<file path="src/rtl/count_source.sv">
// Two-button debounced up/down counter, 0..MAX_COUNT with wrap-around pulse.
// Optional feature macro: AUTO_REPEAT_EN (held button auto-repeats steps).
module count_source #(
   parameter int DEBOUNCE_CYCLES = 1000000,
   parameter int MAX_COUNT       = 999,
   parameter int REPEAT_DELAY    = 25000000,
   parameter int REPEAT_PERIOD   = 5000000
) (
   input  logic       clk_50M,
   input  logic       rst,
   input  logic       en,
   input  logic       btn_inc,
   input  logic       btn_dec,
   output logic [9:0] DataOut,
   output logic       wrap
);

   localparam int                DB_W    = $clog2(DEBOUNCE_CYCLES + 1);
   localparam logic [DB_W-1:0]   DB_LAST = DB_W'(DEBOUNCE_CYCLES - 1);
   localparam logic [9:0]        MAX_VAL = 10'(MAX_COUNT);
`ifdef AUTO_REPEAT_EN
   localparam int RP_MAX = (REPEAT_DELAY > REPEAT_PERIOD) ? REPEAT_DELAY : REPEAT_PERIOD;
   localparam int RP_W   = $clog2(RP_MAX + 1);
   localparam logic [RP_W-1:0] RD_LAST = RP_W'(REPEAT_DELAY - 1);
   localparam logic [RP_W-1:0] RP_LAST = RP_W'(REPEAT_PERIOD - 1);
`endif

   typedef enum logic [1:0] {
      IDLE         = 2'd0,
      PRESS_WAIT   = 2'd1,
      PRESSED      = 2'd2,
      RELEASE_WAIT = 2'd3
   } db_state_t;

   logic [1:0] raw;
   logic [1:0] step;

   assign raw = {btn_dec, btn_inc};

   // Bit 0 is the increment button, bit 1 the decrement button.
   for (genvar b = 0; b < 2; b++) begin : g_btn
      logic            sync1;
      logic            sync2;
      db_state_t       state;
      db_state_t       state_nx;
      logic [DB_W-1:0] cnt;
      logic [DB_W-1:0] cnt_nx;
      logic            press_step;
      logic            rep_step;

      always_ff @(posedge clk_50M or posedge rst) begin
         if (rst) begin
            sync1 <= 1'b0;
            sync2 <= 1'b0;
         end else begin
            sync1 <= raw[b];
            sync2 <= sync1;
         end
      end

      always_ff @(posedge clk_50M or posedge rst) begin
         if (rst) begin
            state <= IDLE;
            cnt   <= '0;
         end else begin
            state <= state_nx;
            cnt   <= cnt_nx;
         end
      end

      // Stability counter is cleared on every state change or level flip.
      always_comb begin
         state_nx = state;
         cnt_nx   = '0;
         case (state)
            IDLE: begin
               if (sync2) state_nx = PRESS_WAIT;
               else       state_nx = IDLE;
            end
            PRESS_WAIT: begin
               if (!sync2)               state_nx = IDLE;
               else if (cnt == DB_LAST)  state_nx = PRESSED;
               else                      cnt_nx   = cnt + DB_W'(1);
            end
            PRESSED: begin
               if (!sync2) state_nx = RELEASE_WAIT;
               else        state_nx = PRESSED;
            end
            RELEASE_WAIT: begin
               if (sync2)                state_nx = PRESSED;
               else if (cnt == DB_LAST)  state_nx = IDLE;
               else                      cnt_nx   = cnt + DB_W'(1);
            end
            default: begin
               state_nx = IDLE;
            end
         endcase
      end

      always_comb begin
         press_step = (state == PRESS_WAIT) && sync2 && (cnt == DB_LAST);
      end

`ifdef AUTO_REPEAT_EN
      logic [RP_W-1:0] rcnt;
      logic            repeating;

      always_comb begin
         rep_step = (state == PRESSED) && sync2 &&
                    (rcnt == (repeating ? RP_LAST : RD_LAST));
      end

      // First repeat waits REPEAT_DELAY, later ones REPEAT_PERIOD.
      always_ff @(posedge clk_50M or posedge rst) begin
         if (rst) begin
            rcnt      <= '0;
            repeating <= 1'b0;
         end else if (state != PRESSED) begin
            rcnt      <= '0;
            repeating <= 1'b0;
         end else if (rep_step) begin
            rcnt      <= '0;
            repeating <= 1'b1;
         end else begin
            rcnt      <= rcnt + RP_W'(1);
            repeating <= repeating;
         end
      end
`else
      assign rep_step = 1'b0;
`endif

      assign step[b] = press_step | rep_step;
   end

   // Opposing steps in one cycle cancel; steps with en low are dropped.
   always_ff @(posedge clk_50M or posedge rst) begin
      if (rst) begin
         DataOut <= 10'd0;
         wrap    <= 1'b0;
      end else if (en && step[0] && !step[1]) begin
         if (DataOut >= MAX_VAL) begin
            DataOut <= 10'd0;
            wrap    <= 1'b1;
         end else begin
            DataOut <= DataOut + 10'd1;
            wrap    <= 1'b0;
         end
      end else if (en && step[1] && !step[0]) begin
         if (DataOut == 10'd0) begin
            DataOut <= MAX_VAL;
            wrap    <= 1'b1;
         end else begin
            DataOut <= DataOut - 10'd1;
            wrap    <= 1'b0;
         end
      end else begin
         DataOut <= DataOut;
         wrap    <= 1'b0;
      end
   end

endmodule

</file>
<file path="config.mk">
export PLATFORM = sky130hd
export DESIGN_NAME = count_source
export DESIGN_NICKNAME = d
export VERILOG_FILES = /design/src/rtl/count_source.sv
export SDC_FILE = /design/constraint.sdc
export NUM_CORES = 1
export LEC_CHECK = 0
export CAP_MARGIN = 40
export CELL_PAD_IN_SITES_DETAIL_PLACEMENT = 0
export CELL_PAD_IN_SITES_GLOBAL_PLACEMENT = 1
export CORE_UTILIZATION = 47
export DETAILED_ROUTE_END_ITERATION = 6
export PLACE_DENSITY = 0.77
export SYNTH_ARGS = -nofsm -noshare
export SYNTH_HDL_FRONTEND = slang
export SYNTH_SLANG_ARGS = --single-unit
</file>
<file path="constraint.sdc">
create_clock -name clk_50M -period 2.7 [get_ports clk_50M]
set_clock_uncertainty 0.15 [all_clocks]
set_input_delay 0.27 -clock clk_50M [delete_from_list [all_inputs] [get_ports clk_50M]]
set_output_delay 0.27 -clock clk_50M [all_outputs]
set_load 0.005 [all_outputs]
</file>
======== Yosys cells after proc, flatten, opt, wreduce, memory -nomap -nowiden ========
Cells that the tools add are included.
word-level totals
  input port bits ......................... 5
  bits in registers ....................... 59
cells by class
  add/subtract/negate cells ............... 4
  multiplexer cells ....................... 30
  reduce and logical (&&, ||, !) cells .... 16
  order comparisons ....................... 1
  eq/ne operators ......................... 12
operators with widths
  operator               count
  $mux 20                6
  $pmux 20 s2            2
  $add 20x1->20 const B  2
  $eq 20x20->1 const B   2
  $mux 10                4
  $mux 2                 8
  $pmux 2 s4             2
  $ne 3x3->1 const B     4
  $add 10x1->10 const B  1
  $ge 10x10->1 const B   1
  $logic_not 10->1       1
  $sub 10x1->10 const B  1
  $eq 2x2->1 const B     4
  $logic_and 1x1->1      8
  $mux 1                 8
  $eq 2x1->1 const B     2
  $logic_not 2->1        2
  $reduce_and 2->1       2
  $logic_not 1->1        2
  $reduce_bool 2->1      1

======== Longest topological paths before layout ========
  word-level depth ........................ 7
  gate-level depth with buffers ........... 9

======== Worst setup path after synthesis ========
Ideal clock, no wire load.
  path type ............................... register -> register
  start point ............................. register g_btn[0].cnt[0]
  end point ............................... register DataOut[8]
  library setup time ...................... 0.118 ns
  data arrival time ....................... 2.078 ns
  clock period less this slack ............ 2.346 ns
  cell stages (with the launch flop) ...... 9
  required time ........................... 2.432 ns
  path slack .............................. 0.354 ns
  path through ............................ dfrtp_1 > ha_1 > nand2_1 > or4_4 > buf_6 > nor3_4 > nand2_4 > mux2_4 > a21o_1
between the ends
  cells in the longest elaborated chain, start to end .. 5
  elaborated cells on any way between the ends .. 8
RTL lines
  element                                                      line      source
  start: declaration                                           46        logic [DB_W-1:0] cnt;
  start signal: assignment                                     67        cnt <= cnt_nx;
  $eq 20x20->1 (*)                                             101       press_step = (state == PRESS_WAIT) && sync2 && (cnt == DB_LAST);
  $logic_and 1x1->1 (*)                                        101
  $logic_and 1x1->1 / $logic_not 1->1 (equally long branches)  141, 149
  $logic_and 1x1->1 (on tied branches)                         141, 149
  $mux 10 / $reduce_bool 2->1 (equally long branches)          n/a
  end signal: assignment                                       146       DataOut <= DataOut + 10'd1;
  end signal: assignment                                       154       DataOut <= DataOut - 10'd1;
  end signal: assignment                                       158       DataOut <= DataOut;
  end: declaration                                             14        output logic [9:0] DataOut,
Every way passes the cells marked *; elsewhere a longest branch is shown, timed or not.
A chain may end at the register's enable or synchronous reset.

======== Worst setup path after layout ========
  start point ............................. register DataOut[0]
  end point ............................... register DataOut[8]
between the ends
  cells in the longest elaborated chain, start to end .. 4
  elaborated cells on any way between the ends .. 8
RTL lines
  element                                                   line      source
  $sub 10x1->10 / $logic_not 10->1 (equally long branches)  154, 150
  $mux 10                                                   150       if (DataOut == 10'd0) begin
  $mux 10                                                   149       end else if (en && step[1] && !step[0]) begin
  $mux 10 (*)                                               141       end else if (en && step[0] && !step[1]) begin
Every way passes the cells marked *; elsewhere a longest branch is shown, timed or not. The select of a mux whose other input is x is not followed.

==> out/qor.txt <==
r2r setup slk = 0.17 ns
combinational power share = 2.7%
Buf/Inv on CP = 1
net count after synthesis = 372
Clock transition at path regs = 0.07 ns
antenna cell count = 0
routed wire length = 6.98 mm
#FFs+latches synth = 59
Root Buffer = clkbuf_8
Die Wd = 86.1 microns
PostCTS Resize Cnt = 0
DR pass1 iterations = 6
Final Instance Count excl. Fillers = 486
Peak Freq = 0.395 GHz
cts bufs inserted = 9
Final setup viols = 0
first-pass GRT wire length = 12.3 mm
P_int = 1.43 mW
post-route clock period utilization = 93.9%
Core Box Area = 6830 sq um
initial antenna violation count = 0
slowest stage delay, CP = 0.68 ns
Final Hold Fails = 0
GR Overflow Total = 0
hpwl dp = 4.91 mm
Area growth syn-to-layout = 15.8%
CTS Hold Bufs = 0
Fillers = 650
layout cells sized above 1 = 11.0%
DR WL/cell = 14.4 microns
FF-to-FF Start = DataOut[0]
TNS Setup = 0 ns
placed insts = 470
H-tree Lvls = 3
PD cells = 483 nW/um^2
Ports = 16
initial DRC count = 165
GRT Total Usage = 21.3%
Reg power frac = 48.3%
synthesized netlist cell count = 362
antenna viol nets, final = 0
largest net degree at the start of global routing = 38
nets@finish = 395
slew margin rel. = 59.6%
Placer Congestion = 0.864
Die Area = 7420 sq um
Setup CP Type = register to register
worst ir drop on vdd = 0.268 mV
Max Slew Vio Count = 0
CP required = 2.79 ns
predominant post-synthesis flop cell = dfrtp_1
effective utilization at floorplan = 48.7%
number of remaining DRC errors = 0
worst-path maximum fanout = 8
YS warnings = 0
CTS tree = done
critical path depth in cells = 8
crit start category = register
Leak Pwr = 1.60 nW
r2r worst-path depth = 8
Core Rows = 30
Async SR Flop Fraction = 100%
critical path's top delay family = simple AND/OR/NAND/NOR gates
DR vias = 2645
post-layout util = 56.4%
Max clock buf depth = 2
Avg Synthesized Cell Area = 9.19 sq um
Clock Sinks = 59
Post-synth EDFFs = 0
Synth Cell Area = 3330 sq um
chip height = 86.1 microns
vias per cell = 5.44
fin crit period = 2.53 ns
Clock Latency Late Sink = 0.34 ns
RSZ-0062 raised after global routing = false
Psw = 426 uW
Hold Path Class = input pin to async pin
sw frac = 22.9%
max_cap viols = 0
worst reg2reg path endpoint = DataOut[8]
crit-path cells = inv_1, ha_1, or4b_2, nor4_1, xor2_1, nor2_1, o22ai_1, a21o_1
Critical Path End Type = register
Port Buffers = 15
hold_ws = 0.133 ns
vias in the first global route = 2542
clock power share = 49.0%
worst slew pin tran = 0.605 ns
post-CTS setup buffers = 0
worst endpoint data arrival time = 2.62 ns
CP max stage cell = or4b_2
status = finished, final reports clean
Yosys cell types = 60
Seq/Total Area, Yosys = 44.4%
## power by group through the flow
stage               clock (mW)  combinational (mW)  sequential [mW]
floorplan                    0              0.0309            0.912
global placement             0              0.0528            0.913
detailed placement           0              0.0530            0.914
CTS                      0.938              0.0531            0.896
global route             0.982              0.0597            0.897
finish                   0.911              0.0506            0.897
## stage by stage
step | setup slack (ns) | area (sq um) | power (mW)
6_report | 0.166 | 3850 | 1.86
5_1_grt | 0.00519 | 3850 | 1.94
4_1_cts | 0.181 | 3850 | 1.89
2_1_floorplan | 0.354 | 3330 | 0.943
3_5_place_dp | 0.192 | 3630 | 0.967
3_3_place_gp | 0.230 | 3630 | 0.966
## Yosys cell counts (4+ instances only)
| cell type | count | share of area [%] |
|---|---|---|
| nor2_1 | 65 | 7.3 |
| dfrtp_1 | 59 | 44 |
| nand2_1 | 31 | 3.5 |
| nand3_1 | 25 | 3.8 |
| xor2_1 | 25 | 6.6 |
| xnor2_1 | 16 | 4.2 |
| clkbuf_1 | 11 | 1.2 |
| inv_1 | 11 | 1.2 |
| a21oi_1 | 7 | 1.1 |
| and3_1 | 7 | 1.3 |
| nor3_1 | 7 | 1.1 |
| o21ai_0 | 7 | 1.1 |
| and2_1 | 6 | 1.1 |
| nand4_1 | 6 | 1.1 |
| ha_1 | 5 | 1.9 |
| or3_1 | 4 | 0.75 |
## layout by cell type, fill, tap and decap left out, types with 3 or more instances in the layout
master	netlist	final
a21o_1	3	3
a21oi_1	7	7
and2_1	6	6
and3_1	7	7
buf_4	1	10
clkbuf_8	0	9
clkdlybuf4s50_1	0	15
dfrtp_1	59	59
ha_1	5	5
inv_1	11	10
mux2_2	3	3
nand2_1	31	31
nand3_1	25	25
nand3b_1	3	3
nand4_1	6	6
nor2_1	65	65
nor3_1	7	7
nor4_1	3	3
nor4b_1	3	3
o211ai_1	3	3
o21ai_0	7	7
or3_1	4	4
xnor2_1	16	16
xor2_1	25	25
## worst reg2reg max path, stage by stage, from the launching register on
cell and delay [ns]:
dfrtp_1 0.46, inv_1 0.14, ha_1 0.22, or4b_2 0.69
nor4_1 0.32, xor2_1 0.12, nor2_1 0.11, o22ai_1 0.08
a21o_1 0.15
## worst max-delay path by stage
stage                               start          to  slack [ns]
after floorplan           g_btn[0].cnt[0]  DataOut[8]        0.35
after global placement         DataOut[0]  DataOut[8]        0.23
after detailed placement       DataOut[0]  DataOut[8]        0.19
after CTS                      DataOut[0]  DataOut[8]        0.18
after global routing           DataOut[0]  DataOut[8]       0.005
final                          DataOut[0]  DataOut[8]        0.17
## layout make-up
type	count	area, sq um	area share [%]
clock buffers	9	124	3.22
clock inverters	7	98.8	2.57
inverters	11	41.3	1.07
multi-input cells	278	1740	45.3
flip-flops and latches	59	1480	38.3
well taps	96	120	3.12
repair buffers	26	245	6.37
## registers in the layout, summed over array words and instances (netlist names), named ones only
name	flops
DataOut	10
g_btn.cnt	40
g_btn.state	2
g_btn.sync1	2
g_btn.sync2	2
wrap	1
## layer usage
metal	vias up	part of all wire [%]	GRT usage, %
met2	76	44	31.4
met3	12	5.2	5.97
met1	1254	49	30.6
li1	1303	-	-
met4	0	1.3	6.36
met5	-	0	0
## kinds of logic after synthesis
| logic type | count (synthesis) | synth area share [%] |
|---|---|---|
| AND/OR/NAND/NOR | 184 | 29.0 |
| buffers and inverters | 25 | 3.16 |
| adder cells (fa/ha/maj) | 5 | 1.88 |
| flip-flops | 59 | 44.4 |
| XOR/XNOR | 41 | 10.8 |
| AO/OA/AOI/OAI | 43 | 8.95 |
| multiplexers | 5 | 1.77 |
No activity file was read; power rests on OpenSTA's default activity.
